File: src/rtl/frog_move_gen.sv
// frog_move_gen: turns four raw direction keys into one-cycle L/R/U/D move
// pulses for the frog light cell grid. Each key is synchronized and
// edge-detected. One move is chosen per cycle (U > D > L > R). Moves that
// would leave the grid are suppressed, and issued moves are rate-limited by a
// cooldown counter. The frog position is tracked as row/col.
// Optional build macro FROG_AUTO_REPEAT_EN: a held key re-issues its
// direction every REPEAT_CYCLES cycles.
module frog_move_gen #(
  parameter int ROWS      = 8,
  parameter int COLS      = 8,
  parameter int START_ROW = 7,
  parameter int START_COL = 3,
  parameter int COOLDOWN  = 4
`ifdef FROG_AUTO_REPEAT_EN
  , parameter int REPEAT_CYCLES = 16
`endif
) (
  input  logic                      clk,
  input  logic                      reset,
  input  logic                      keyL,
  input  logic                      keyR,
  input  logic                      keyU,
  input  logic                      keyD,
  input  logic                      hit,
  output logic                      L,
  output logic                      R,
  output logic                      U,
  output logic                      D,
  output logic                      win,
  output logic [$clog2(ROWS)-1:0]   row,
  output logic [$clog2(COLS)-1:0]   col
);

  localparam int RW  = $clog2(ROWS);
  localparam int CW  = $clog2(COLS);
  localparam int CDW = $clog2(COOLDOWN + 1);

  localparam logic [RW-1:0]  ROW_START = RW'(START_ROW);
  localparam logic [CW-1:0]  COL_START = CW'(START_COL);
  localparam logic [RW-1:0]  ROW_LAST  = RW'(ROWS - 1);
  localparam logic [CW-1:0]  COL_LAST  = CW'(COLS - 1);
  localparam logic [CDW-1:0] CD_LOAD   = CDW'(COOLDOWN);

  // Key lanes, packed as {U, D, L, R}. The bit order is the arbitration order.
  localparam int KU = 3;
  localparam int KD = 2;
  localparam int KL = 1;
  localparam int KR = 0;

  logic [3:0]     keys;
  logic [3:0]     s1, s2, prev;
  logic [3:0]     rep_req;
  logic [3:0]     req;
  logic [3:0]     grant;
  logic           issue;
  logic [CDW-1:0] cd;

  assign keys = {keyU, keyD, keyL, keyR};

  // Two-flop synchronizer plus edge history. All three stages reset to 1, so a
  // key held through reset is not seen as a press.
  always_ff @(posedge clk) begin
    if (!reset) begin
      s1   <= '1;
      s2   <= '1;
      prev <= '1;
    end else begin
      s1   <= keys;
      s2   <= s1;
      prev <= s2;
    end
  end

`ifdef FROG_AUTO_REPEAT_EN
  localparam int                RPW     = $clog2(REPEAT_CYCLES + 1);
  localparam logic [RPW-1:0]    REP_TOP = RPW'(REPEAT_CYCLES - 1);

  logic [RPW-1:0] rep_cnt;
  logic [3:0]     rep_dir;
  logic           rep_act;
  logic           rep_held;

  assign rep_held = |(rep_dir & s2);
  assign rep_req  = (rep_act && rep_cnt == REP_TOP) ? rep_dir : 4'b0000;

  // Repeat timer for the last issued direction. It restarts on every issue,
  // saturates at the request point, and disarms on release or hit.
  always_ff @(posedge clk) begin
    if (!reset) begin
      rep_cnt <= '0;
      rep_dir <= '0;
      rep_act <= 1'b0;
    end else if (hit) begin
      rep_cnt <= '0;
      rep_act <= 1'b0;
    end else if (issue) begin
      rep_cnt <= '0;
      rep_dir <= grant;
      rep_act <= 1'b1;
    end else if (!rep_held) begin
      rep_cnt <= '0;
      rep_act <= 1'b0;
    end else if (rep_act && rep_cnt != REP_TOP) begin
      rep_cnt <= rep_cnt + RPW'(1);
    end
  end
`else
  assign rep_req = 4'b0000;
`endif

  // Fixed-priority pick and boundary check. An out-of-grid winner yields an
  // empty grant, so it neither moves nor starts a cooldown.
  always_comb begin
    req   = (s2 & ~prev) | rep_req;
    grant = '0;
    if (req[KU])      grant[KU] = (row != '0);
    else if (req[KD]) grant[KD] = (row != ROW_LAST);
    else if (req[KL]) grant[KL] = (col != '0);
    else if (req[KR]) grant[KR] = (col != COL_LAST);
    if (cd != '0 || hit) grant = '0;
  end

  assign issue = |grant;

  // Pulse, position and cooldown registers. Priority is reset, then hit, then
  // move.
  always_ff @(posedge clk) begin
    if (!reset) begin
      {U, D, L, R} <= 4'b0000;
      win          <= 1'b0;
      row          <= ROW_START;
      col          <= COL_START;
      cd           <= '0;
    end else if (hit) begin
      {U, D, L, R} <= 4'b0000;
      win          <= 1'b0;
      row          <= ROW_START;
      col          <= COL_START;
      cd           <= CD_LOAD;
    end else begin
      {U, D, L, R} <= grant;
      win          <= grant[KU] && (row == RW'(1));
      if (grant[KU]) row <= row - RW'(1);
      if (grant[KD]) row <= row + RW'(1);
      if (grant[KL]) col <= col - CW'(1);
      if (grant[KR]) col <= col + CW'(1);
      if (issue)          cd <= CD_LOAD;
      else if (cd != '0)  cd <= cd - CDW'(1);
    end
  end

endmodule

File: config.mk
export PLATFORM = sky130hd
export DESIGN_NAME = frog_move_gen
export DESIGN_NICKNAME = d
export VERILOG_FILES = /design/src/rtl/frog_move_gen.sv
export SDC_FILE = /design/constraint.sdc
export NUM_CORES = 1
export LEC_CHECK = 0
export BUFFER_PORTS_ARGS = -buffer_cell sky130_fd_sc_hd__buf_2
export CORE_MARGIN = 2
export CORE_UTILIZATION = 47
export CTS_CLUSTER_DIAMETER = 60
export CTS_CLUSTER_SIZE = 8
export DETAILED_ROUTE_END_ITERATION = 12
export PLACE_DENSITY = 0.68
export SKIP_CTS_REPAIR_TIMING = 1
export SYNTH_ARGS = -nofsm -noshare
export SYNTH_HDL_FRONTEND = slang
export SYNTH_SLANG_ARGS = --single-unit
File: constraint.sdc
create_clock -name clk -period 3.4 [get_ports clk]
set_input_delay 0.17 -clock clk [delete_from_list [all_inputs] [get_ports clk]]
set_output_delay 0.17 -clock clk [all_outputs]
set_load 0.05 [all_outputs]
==> results by group <==
Global route
  • Vias in the first global route: about 740
  • Initial antenna violation count: 0
  • GR Overflow Total: 0
  • Largest net degree at the start of global routing: 16
  • Global-route wire length before repair: about 3200 um
  • All-Layer GR Usage: 0.160

Detailed routing
  • Highest metal used: met4
  • Detail Route Antenna Nets: 0
  • Routed met3 length: 68 um
  • Routed met2 length: ~870 um
  • Initial DRC Count: 7
  • Via count: 820
  • Routed WL: about 1800 um
  • Wire length per cell: approximately 11 um
  • DRC: 0
  • M1 wire length: about 890 um
  • Pre-antenna DRT Iters: 4
  • Vias per Instance: between 5 and 6

Yosys
  • Sequential fraction of the synthesis area: 0.460
  • Yosys warns: 0
  • Post-Syn Nets: approximately 130
  • Yosys cell types: 32
  • Post-Syn Instances: about 120
  • Number of synthesized flops with an enable pin: 0
  • Mapped Area: roughly 1100 um2
  • Fraction of registers with async set or reset after synthesis: 0
  • #FFs+latches synth: 26
  • Mean Syn Cell Area: between 9 and 10 um2
  • Main flop type after synthesis: dfxtp_1

Critical path
  • CP Max Fanout: 7
  • Worst Path Buf+Inv: 1
  • Largest stage delay on the critical path: between 0.5 and 0.6 ns
  • Critical Path RT: 3.66 ns
  • Crit path DAT: roughly 3.2 ns
  • Most frequent CP cell: ha_1
  • Startpoint Class: flop
  • Slowest CP cell: or3b_1
  • CP Cell Sequence: inv_1, ha_1, ha_1, nand2b_2, or3b_1, nand4b_1, fa_1, nand3b_1, a2111o_1, o21ai_1
  • Top delay family on crit path: simple AND/OR/NAND/NOR gates
  • Reg2reg setup slack: just over 0.5 ns
  • CP Class: reg2reg
  • Crit path capture type: flop

Finish
  • Final non-filler cell total: roughly 160
  • Multi-input gate area: between 500 and 600 um2
  • Share of layout cells above drive strength 1: 0.187
  • Layout filler cell count: between 200 and 250
  • Area Growth Syn to Fin: 12.2%
  • Final Util: 0.568
  • Register Area: about 520 um2
  • Antenna Cells: 0
  • Nets: around 150

Die
  • Full die area: 2810 um2
  • Die W: between 50 and 60 um
  • Initial Util: 0.506
  • Core area: 2230 um2
  • # rows: 17
  • Die Y-Extent: approximately 53 um
  • Ports: 18

Worst hold path
  • Worst hold path type: in2reg

Timing
  • Peak Freq: 346 MHz
  • Slew Limit Headroom: 0.635
  • Post-route minimum period: between 2 and 3 ns
  • Hold WS: 0.0258 ns
  • Setup violations, final: 0
  • RSZ-0062 raised after global routing: false
  • Worst Tran Pin Value: approximately 0.54 ns
  • Fin Setup TNS: 0 ns
  • Clock skew: approximately 0.00058 ns
  • Tcrit/Tclk final: 0.850
  • Final hold violations: 0
  • Final Max Slew Viols: 0

Placement
  • DP Cell Count: approximately 160
  • RD Place Congestion: a little over 0.7
  • Dpl hpwl: about 1400 um
  • I/O Buffers: 17

Pwr
  • Pwr dens: 413 nW/um2
  • P_leak: around 0.00054 uW
  • Worst vdd rail ir drop: approximately 0.00031 V

Job
  • MaxCap Viol Count: 0

Clock network
  • Clk pin slew, worst setup/hold paths: between 0.1 and 0.15 ns
  • CTS tree: built
  • H-tree depth: 1
  • Worst-Skew Late Latency: between 0.3 and 0.4 ns
  • Clk sinks: 26
  • CTS Buf Count: 3
  • Max Root-Sink Buffers: 2
  • Root buf cell: clkbuf_4

Run status
  • Status: finished clean
==> layer usage <==
layer,vias to the layer above,GRT usage
met5,-,0
met4,0,0.0769
met3,2,0.0254
met2,14,0.263
met1,370,0.204
li1,434,-
==> through the flow <==
stage	area, um2	power, uW	setup WS, ns
global route	1270	553	0.329
floorplan	1130	370	0.759
detailed placement	1230	380	0.550
CTS	1270	532	0.518
global placement	1230	377	0.671
finish	1270	524	0.510
==> synth_stat cells (all sizes together) (2+ instances only) <==
cell type / n / area share
nor2b: 4 / 0.022
nor2: 10 / 0.033
mux2i: 2 / 0.018
ha: 8 / 0.088
a21oi: 6 / 0.027
nand3: 3 / 0.013
nor3: 2 / 0.019
o21ai: 6 / 0.027
inv: 8 / 0.027
nand2b: 16 / 0.091
nand3b: 2 / 0.013
dfxtp: 26 / 0.46
nor4: 4 / 0.022
clkbuf: 2 / 0.0066
nand2: 2 / 0.0066
==> final timing paths <==
kind	startpoint	endpoint	depth (start not counted)
max	cd[0]	col[2]	10
min	keyU	s1[3]	2
max reg2reg	cd[0]	col[2]	10
min reg2reg	s1[1]	s2[1]	1
==> kinds of logic (layout without fill, tap and decap cells) <==
group / Yosys count / count (layout) / share of synthesized area
XOR/XNOR: 1 / 1 / 0.00774
AND/OR/NAND/NOR: 50 / 50 / 0.271
multiplexers: 2 / 2 / 0.0177
flip-flops: 26 / 26 / 0.460
adder cells (fa/ha/maj): 9 / 9 / 0.106
buffers and inverters: 11 / 29 / 0.0431
AO/OA/AOI/OAI: 17 / 17 / 0.0940
==> where the power goes <==
part | switching [uW] | leakage [uW] | internal [uW]
Clock | 85.7 | 0.0000210 | 65.4
Sequential | 4.58 | 0.000213 | 315
Combinational | 31.4 | 0.000307 | 22.6
==> flip-flops by register name, indices dropped and copies added (netlist names) <==
name  flops
D         1
L         1
R         1
U         1
cd        3
col       3
prev      4
row       3
s1        4
s2        4
win       1
==> area by class of cell <==
type,instances,share of cell area
well taps,28,0.0276
clock buffers,4,0.0286
inverters,8,0.0237
repair buffers,17,0.0671
multi-input cells,79,0.443
flip-flops and latches,26,0.410
==> worst reg2reg max path: stages (launching register included) <==
cell and delay [ns]:
dfxtp_1 0.35, inv_1 0.06, ha_1 0.18, ha_1 0.31, nand2b_2 0.10, or3b_1 0.52
nand4b_1 0.27, fa_1 0.40, nand3b_1 0.18, a2111o_1 0.41, o21ai_1 0.06
==> cell usage in the layout, fill, tap and decap left out, drive strengths merged <==
cell type	Yosys	routed
nand3	3	3
clkbuf	2	4
nand4b	1	1
nor4	4	4
nand4	1	1
nor2b	4	4
a21oi	6	6
dfxtp	26	26
a211oi	1	1
nor3	2	2
xor2	1	1
a2111o	1	1
or3	1	1
and4bb	1	1
or4	1	1
nand3b	2	2
inv	8	8
a21boi	1	1
nand2b	16	16
fa	1	1
nor2	10	10
o41a	1	1
ha	8	8
and3	1	1
mux2i	2	2
or3b	1	1
nand2	2	2
o21ai	6	6
a31o	1	1
buf	1	17
Power figures use the tool's default switching activity.
